**src/rtl/irq_priority_resolver_if.sv**
```systemverilog
// Request/acknowledge bundle between the interrupt control logic (master)
// and the priority resolver (slave).
interface irq_priority_resolver_if;
   logic [7:0] ir_in;
   logic       ltim;
   logic [7:0] imr;
   logic       inta_pulse;
   logic       eoi_nonspec;
   logic       eoi_spec;
   logic [2:0] eoi_level;
   logic       rotate;
   logic       auto_eoi;
   logic [7:0] irr;
   logic [7:0] isr;
   logic       int_req;
   logic [2:0] vector_id;
   logic       vector_valid;

   modport master (
      output ir_in, ltim, imr, inta_pulse, eoi_nonspec, eoi_spec, eoi_level, rotate, auto_eoi,
      input  irr, isr, int_req, vector_id, vector_valid
   );

   modport slave (
      input  ir_in, ltim, imr, inta_pulse, eoi_nonspec, eoi_spec, eoi_level, rotate, auto_eoi,
      output irr, isr, int_req, vector_id, vector_valid
   );
endinterface

```
**src/rtl/irq_priority_resolver.sv**
```systemverilog
// Interrupt request/priority stage: synchronises IR lines, keeps IRR/ISR,
// resolves fully-nested or rotating priority and serves the INTA pair.
module irq_priority_resolver #(
   parameter int         SYNC_STAGES       = 2,
   parameter logic [2:0] RESET_LOWEST_PRIO = 3'd7
) (
   input  logic                   clk,
   input  logic                   rst_n,
   irq_priority_resolver_if.slave bus
);

   typedef enum logic {IDLE = 1'b0, ACK1 = 1'b1} state_t;

   // Returns {found, index} of the highest-priority set bit; priority starts
   // at low+1 and descends around the 3-bit ring.
   function automatic logic [3:0] top_of(input logic [7:0] vec, input logic [2:0] low);
      logic [2:0] idx;
      top_of = 4'b0;
      for (int k = 7; k >= 0; k--) begin
         idx = low + 3'(k + 1);
         if (vec[idx]) top_of = {1'b1, idx};
      end
   endfunction

   // 0 = highest priority, 7 = lowest
   function automatic logic [2:0] rank_of(input logic [2:0] idx, input logic [2:0] low);
      rank_of = idx - low - 3'd1;
   endfunction

   logic [SYNC_STAGES-1:0][7:0] sync_q, sync_d;
   logic [7:0] ir_prev_q, ir_prev_d;
   logic [7:0] irr_q, irr_d;
   logic [7:0] isr_q, isr_d;
   logic       int_req_q, int_req_d;
   logic [2:0] vector_id_q, vector_id_d;
   logic       vector_valid_q, vector_valid_d;
   logic [2:0] lowest_q, lowest_d;
   logic       spurious_q, spurious_d;
   state_t     state_q, state_d;

   logic [7:0] ir_s, rise, pend, isr_set, isr_clr;
   logic [3:0] pend_top, isr_top;
   logic       idle, ack1, ack2;

   always_ff @(posedge clk or negedge rst_n) begin
      if (!rst_n) begin
         sync_q         <= '0;
         ir_prev_q      <= 8'h00;
         irr_q          <= 8'h00;
         isr_q          <= 8'h00;
         int_req_q      <= 1'b0;
         vector_id_q    <= 3'd0;
         vector_valid_q <= 1'b0;
         lowest_q       <= RESET_LOWEST_PRIO;
         spurious_q     <= 1'b0;
         state_q        <= IDLE;
      end else begin
         sync_q         <= sync_d;
         ir_prev_q      <= ir_prev_d;
         irr_q          <= irr_d;
         isr_q          <= isr_d;
         int_req_q      <= int_req_d;
         vector_id_q    <= vector_id_d;
         vector_valid_q <= vector_valid_d;
         lowest_q       <= lowest_d;
         spurious_q     <= spurious_d;
         state_q        <= state_d;
      end
   end

   always_comb begin
      sync_d[0] = bus.ir_in;
      for (int s = 1; s < SYNC_STAGES; s++) sync_d[s] = sync_q[s-1];
   end

   assign ir_s     = sync_q[SYNC_STAGES-1];
   assign rise     = ir_s & ~ir_prev_q;
   assign pend     = irr_q & ~bus.imr;
   assign pend_top = top_of(pend, lowest_q);
   assign isr_top  = top_of(isr_q, lowest_q);
   assign idle     = (state_q == IDLE);
   assign ack1     = idle & bus.inta_pulse;
   assign ack2     = !idle & bus.inta_pulse;

   always_comb begin
      state_d        = state_q;
      ir_prev_d      = ir_s;
      isr_set        = 8'h00;
      isr_clr        = 8'h00;
      lowest_d       = lowest_q;
      vector_id_d    = vector_id_q;
      spurious_d     = spurious_q;
      vector_valid_d = ack2;

      if (bus.inta_pulse) state_d = idle ? ACK1 : IDLE;

      // Edge mode: a request withdrawn while IDLE is dropped; once ACK1 starts the winner is frozen.
      if (bus.ltim) irr_d = ir_s;
      else          irr_d = (irr_q | rise) & (idle ? ir_s : 8'hFF);

      if (ack1) begin
         if (pend_top[3]) begin
            isr_set[pend_top[2:0]] = 1'b1;
            irr_d[pend_top[2:0]]   = 1'b0;
            vector_id_d            = pend_top[2:0];
            spurious_d             = 1'b0;
         end else begin
            vector_id_d = 3'd7;
            spurious_d  = 1'b1;
         end
      end

      if (bus.eoi_spec) begin
         isr_clr[bus.eoi_level] = 1'b1;
         if (bus.rotate) lowest_d = bus.eoi_level;
      end else if (bus.eoi_nonspec && isr_top[3]) begin
         isr_clr[isr_top[2:0]] = 1'b1;
         if (bus.rotate) lowest_d = isr_top[2:0];
      end

      if (ack2 && bus.auto_eoi && !spurious_q) begin
         isr_clr[vector_id_q] = 1'b1;
         if (bus.rotate) lowest_d = vector_id_q;
      end

      // A bit being set by INTA survives a same-cycle EOI clear.
      isr_d = (isr_q & ~isr_clr) | isr_set;

      int_req_d = pend_top[3] && !ack1 &&
                  (!isr_top[3] || (rank_of(pend_top[2:0], lowest_q) < rank_of(isr_top[2:0], lowest_q)));
   end

   assign bus.irr          = irr_q;
   assign bus.isr          = isr_q;
   assign bus.int_req      = int_req_q;
   assign bus.vector_id    = vector_id_q;
   assign bus.vector_valid = vector_valid_q;

endmodule

```
**src/flat_wrapper.sv**
```systemverilog
// flat-port wrapper written by rule: the top's interface ports become plain ports
module irq_priority_resolver_flat 
#(
   parameter int         SYNC_STAGES       = 2,
   parameter logic [2:0] RESET_LOWEST_PRIO = 3'd7
)
  (clk, rst_n, bus_ir_in, bus_ltim, bus_imr, bus_inta_pulse, bus_eoi_nonspec, bus_eoi_spec, bus_eoi_level, bus_rotate, bus_auto_eoi, bus_irr, bus_isr, bus_int_req, bus_vector_id, bus_vector_valid);
  irq_priority_resolver_if bus_i ();
  input  logic clk;
  input  logic rst_n;
  input wire logic [$bits(bus_i.ir_in)-1:0] bus_ir_in;
  input wire logic [$bits(bus_i.ltim)-1:0] bus_ltim;
  input wire logic [$bits(bus_i.imr)-1:0] bus_imr;
  input wire logic [$bits(bus_i.inta_pulse)-1:0] bus_inta_pulse;
  input wire logic [$bits(bus_i.eoi_nonspec)-1:0] bus_eoi_nonspec;
  input wire logic [$bits(bus_i.eoi_spec)-1:0] bus_eoi_spec;
  input wire logic [$bits(bus_i.eoi_level)-1:0] bus_eoi_level;
  input wire logic [$bits(bus_i.rotate)-1:0] bus_rotate;
  input wire logic [$bits(bus_i.auto_eoi)-1:0] bus_auto_eoi;
  output wire logic [$bits(bus_i.irr)-1:0] bus_irr;
  output wire logic [$bits(bus_i.isr)-1:0] bus_isr;
  output wire logic [$bits(bus_i.int_req)-1:0] bus_int_req;
  output wire logic [$bits(bus_i.vector_id)-1:0] bus_vector_id;
  output wire logic [$bits(bus_i.vector_valid)-1:0] bus_vector_valid;
  assign bus_i.ir_in = bus_ir_in;
  assign bus_i.ltim = bus_ltim;
  assign bus_i.imr = bus_imr;
  assign bus_i.inta_pulse = bus_inta_pulse;
  assign bus_i.eoi_nonspec = bus_eoi_nonspec;
  assign bus_i.eoi_spec = bus_eoi_spec;
  assign bus_i.eoi_level = bus_eoi_level;
  assign bus_i.rotate = bus_rotate;
  assign bus_i.auto_eoi = bus_auto_eoi;
  assign bus_irr = bus_i.irr;
  assign bus_isr = bus_i.isr;
  assign bus_int_req = bus_i.int_req;
  assign bus_vector_id = bus_i.vector_id;
  assign bus_vector_valid = bus_i.vector_valid;
  irq_priority_resolver #(.SYNC_STAGES(SYNC_STAGES), .RESET_LOWEST_PRIO(RESET_LOWEST_PRIO)) u_core (.clk(clk), .rst_n(rst_n), .bus(bus_i));
endmodule
```
**config.mk**
```make
export PLATFORM = sky130hd
export DESIGN_NAME = irq_priority_resolver_flat
export DESIGN_NICKNAME = d
export VERILOG_FILES = /design/src/rtl/irq_priority_resolver_if.sv /design/src/rtl/irq_priority_resolver.sv /design/src/flat_wrapper.sv
export SDC_FILE = /design/constraint.sdc
export NUM_CORES = 1
export LEC_CHECK = 0
export CORE_UTILIZATION = 55
export CTS_CLUSTER_SIZE = 10
export DETAILED_ROUTE_END_ITERATION = 12
export DONT_BUFFER_PORTS = 1
export GPL_ROUTABILITY_DRIVEN = 0
export GPL_TIMING_DRIVEN = 1
export PLACE_DENSITY = 0.71
export SETUP_SLACK_MARGIN = 0.4
export SYNTH_ARGS = -nofsm -noshare
export SYNTH_HDL_FRONTEND = slang
export SYNTH_SLANG_ARGS = --single-unit
```
**constraint.sdc**
```tcl
create_clock -name clk -period 5.8 [get_ports clk]
set_input_delay 0 -clock clk [delete_from_list [all_inputs] [get_ports clk]]
set_output_delay 0 -clock clk [all_outputs]
set_load 0.05 [all_outputs]
```
==> flow_metrics.py <==
metrics = {
    "sta": {
        "grt_setup_unrepaired": "no",
        "period_share": 0.864,
        "fin_crit_ns": 5.01,
        "slew_violations": 0,
        "setup_violations": 0,
        "clock_skew_ns": 0.00618,
        "fin_setup_tns_ns": 0,
        "hold_viol_final": 0,
        "worst_slew_pin_slew_ns": 0.718,
        "setup_ws_ns": 0.786,
        "max_slew_margin": 0.521,
        "fmax_mhz": 199,
    },
    "status": {
        "outcome": "finished, final reports clean",
    },
    "layout": {
        "ff_latch_area_sq_um": 1250,
        "multi_input_area_sq_um": 2440,
        "final_nets": 420,
        "antenna_cells": 0,
        "final_util": 0.625,
        "syn2layout_area_growth_pct": 10.0,
        "drive_above_1_share": 0.161,
        "fill_cells": 532,
        "final_cells": 482,
    },
    "detailed_routing": {
        "drt_iter0_markers": 268,
        "ant_nets": 0,
        "num_vias": 3294,
        "dr.pass1.iters": 5,
        "via_per_inst": 6.83,
        "wl_per_cell_microns": 20.7,
        "drcViolationCount": 0,
        "wirelength_mm": 10.0,
    },
    "clock_tree": {
        "clockBufferDepth": 2,
        "cts_buffers": 5,
        "numClockSinks": 50,
        "cts_root_buffer": "clkbuf_8",
        "htree_levels": 2,
        "clk_pin_slew_ns": 0.09,
        "cts_tree": "built",
        "insertion_delay_ns": 0.31,
        "cts_setup_buffers": 0,
    },
    "critical_path": {
        "reg2reg_depth": 16,
        "cp.arrival_ns": 5.26,
        "path_class": "flop to flop",
        "startpoint_type": "flop",
        "r2r-end": "u_core.bus.int_req",
        "timing.rr.start": "u_core.lowest_q[1]",
        "end_kind": "flop",
        "path_max_fanout": 20,
        "required_ns": 6.05,
        "r2r_setup_slack_ns": 0.79,
    },
    "synth": {
        "ys_top_cells_by_area": "dfrtp_1 30%, mux4_2 12%, mux2i_1 4.2%",
        "synthAdderAreaFrac": 0.0298,
        "synth_top_family_by_area": "multiplexers",
        "synthArstFlopShare": 1.00,
        "syn_nets": 406,
        "ys.flop_type": "dfrtp_1",
        "yosysUniqueCellTypes": 72,
        "netlist_instances": 371,
        "seq_area_frac_synth": 0.325,
        "synth-simple-area-share": 0.164,
        "synth_top_area_share": 0.305,
        "yosysWarnings": 0,
        "synth-edff-count": 0,
        "synth.area.mux_share": 0.210,
        "ys_ff_latch": 50,
        "syn_avg_cell_area_sq_um": 10.4,
        "yosys.area.top_type": "dfrtp_1",
        "synth_xor_area_frac": 0.0247,
        "synth-compound-area-share": 0.204,
        "netlist_area_sq_um": 3860,
    },
    "grt": {
        "antenna_found_initial": 0,
        "grt-ovfl-total": 0,
        "track_usage": 0.287,
        "grt_pass1_vias": 3182,
        "grt_first_pass_wirelength_mm": 16.2,
        "grt_max_degree": 51,
    },
    "floorplanning": {
        "ios": 48,
        "die_area_sq_um": 7350,
        "fp.dieW_microns": 85.7,
        "dieHeight_microns": 85.7,
        "core_area_sq_um": 6790,
        "core.rowCount": 30,
        "initial_core_util": 0.568,
    },
    "run": {
        "drv_cap": 0,
    },
    "hold_path": {
        "hold_depth": 2,
        "hold_class": "primary input to flop",
        "min_delay_worst_endpoint": "u_core.lowest_q[2]",
        "holdCritStartpoint": "bus_eoi_spec",
    },
    "placement": {
        "pre_cts_ws_ns": 0.889,
        "port_buffers": 0,
        "place_inst": 457,
        "dpl.hpwl_mm": 7.22,
    },
}
-- state kept, by name (all words and copies together), names as in the netlist --
name / cells
u_core.bus.irr: 8
u_core.bus.isr: 8
u_core.ir_prev_d: 8
u_core.ir_prev_q: 8
u_core.sync_d: 8
u_core.bus.vector_id: 3
u_core.lowest_q: 3
u_core.bus.int_req: 1
u_core.bus.vector_valid: 1
u_core.spurious_q: 1
u_core.state_q: 1
-- cell usage in the layout (no fill, tap or decap), drive strengths merged, types with 4 or more instances in the layout --
cell type / n
nand2b: 14
o22ai: 4
o21ai: 16
o221a: 6
buf: 9
a31oi: 6
nand2: 28
clkbuf: 5
o211ai: 6
a21boi: 8
a21oi: 12
nor2: 18
nor4: 8
a22oi: 4
a41oi: 4
inv: 17
a211oi: 5
xor2: 4
o31ai: 5
ha: 6
nand3: 6
nand4b: 4
mux4: 25
xnor2: 6
dfrtp: 47
mux2: 6
and2: 4
mux2i: 16
dlygate4sd3: 16
nor2b: 15
-- synth_stat cells (4+ instances only) --
cell      instances
and2_1            4
mux2_2            5
o221a_2           6
nand3_1           6
mux2i_1          16
o22ai_1           4
dfrtp_1          47
clkbuf_1          6
a22oi_1           4
a41oi_1           4
nand2_1          28
a21boi_0          8
mux4_2           21
o211ai_1          5
nor4_1            7
nor2_1           18
a21oi_1          12
nor2b_1          15
a211oi_1          5
inv_1            15
xnor2_1           6
ha_1              6
nand4b_1          4
o21ai_0          15
mux4_1            4
a31oi_1           6
o31ai_1           5
nand2b_1         14
-- metal layers --
layer	vias up	wire (microns)	track usage
met3	26	766	0.0626
met4	0	289	0.123
met5	-	0	0
met2	168	4910	0.462
li1	1484	-	-
met1	1616	4030	0.379
-- worst max path at each step --
stage | depth (start not counted) | start | endpoint | slack (ns)
finish | 16 | u_core.lowest_q[1] | u_core.bus.int_req | 0.79
global route | 16 | u_core.lowest_q[1] | u_core.bus.int_req | 0.50
CTS | 16 | u_core.lowest_q[1] | u_core.bus.int_req | 0.87
detailed placement | 16 | u_core.lowest_q[1] | u_core.bus.int_req | 0.89
global placement | 16 | u_core.lowest_q[1] | u_core.bus.int_req | 1.09
floorplan | 20 | u_core.lowest_q[1] | u_core.bus.int_req | 0.73
-- worst max-delay path, stage by stage, from the launching register on --
cell and delay (ns):
dfstp_2 0.80, inv_1 0.11, ha_1 0.73, clkinv_1 0.46, mux2i_1 0.50, or2_1 0.22
nor3_1 0.06, a211oi_1 0.33, inv_1 0.09, ha_1 0.21, fa_1 0.37, xnor2_1 0.14
xnor2_1 0.13, ha_1 0.28, nor2b_1 0.13, o21ai_0 0.20, and3_1 0.18
-- metrics by stage --
step	cell area (sq um)	hold WS, ns
3_5_place_dp	3940	-0.294
3_3_place_gp	3940	-0.294
6_report	4240	0.0158
5_1_grt	4240	0.0521
4_1_cts	4240	0.0123
2_1_floorplan	3860	-0.296
-- cells by family after synthesis --
logic type      Yosys count
flops                    50
simple gates            116
compound gates          105
buf+inv                  35
xor+xnor                 10
fa+ha+maj                 8
mux                      47
-- what timing repair did --
| item | in CTS | in global routing |
|---|---|---|
| endpoints found under the hold margin | 69 | 0 |
| hold buffers | 17 | 0 |
| gates resized for setup | 0 | 0 |
-- area by class of cell --
cell class | instances | area share
clock inverters | 3 | 0.0115
inverters | 17 | 0.0150
flip-flops and latches | 50 | 0.296
repair buffers | 25 | 0.0584
well taps | 96 | 0.0283
clock buffers | 5 | 0.0162
multi-input cells | 286 | 0.575
Power is left out: the tool's default activity adds up to more than one toggle a clock period on the data nets, which glitch-free logic cannot reach.
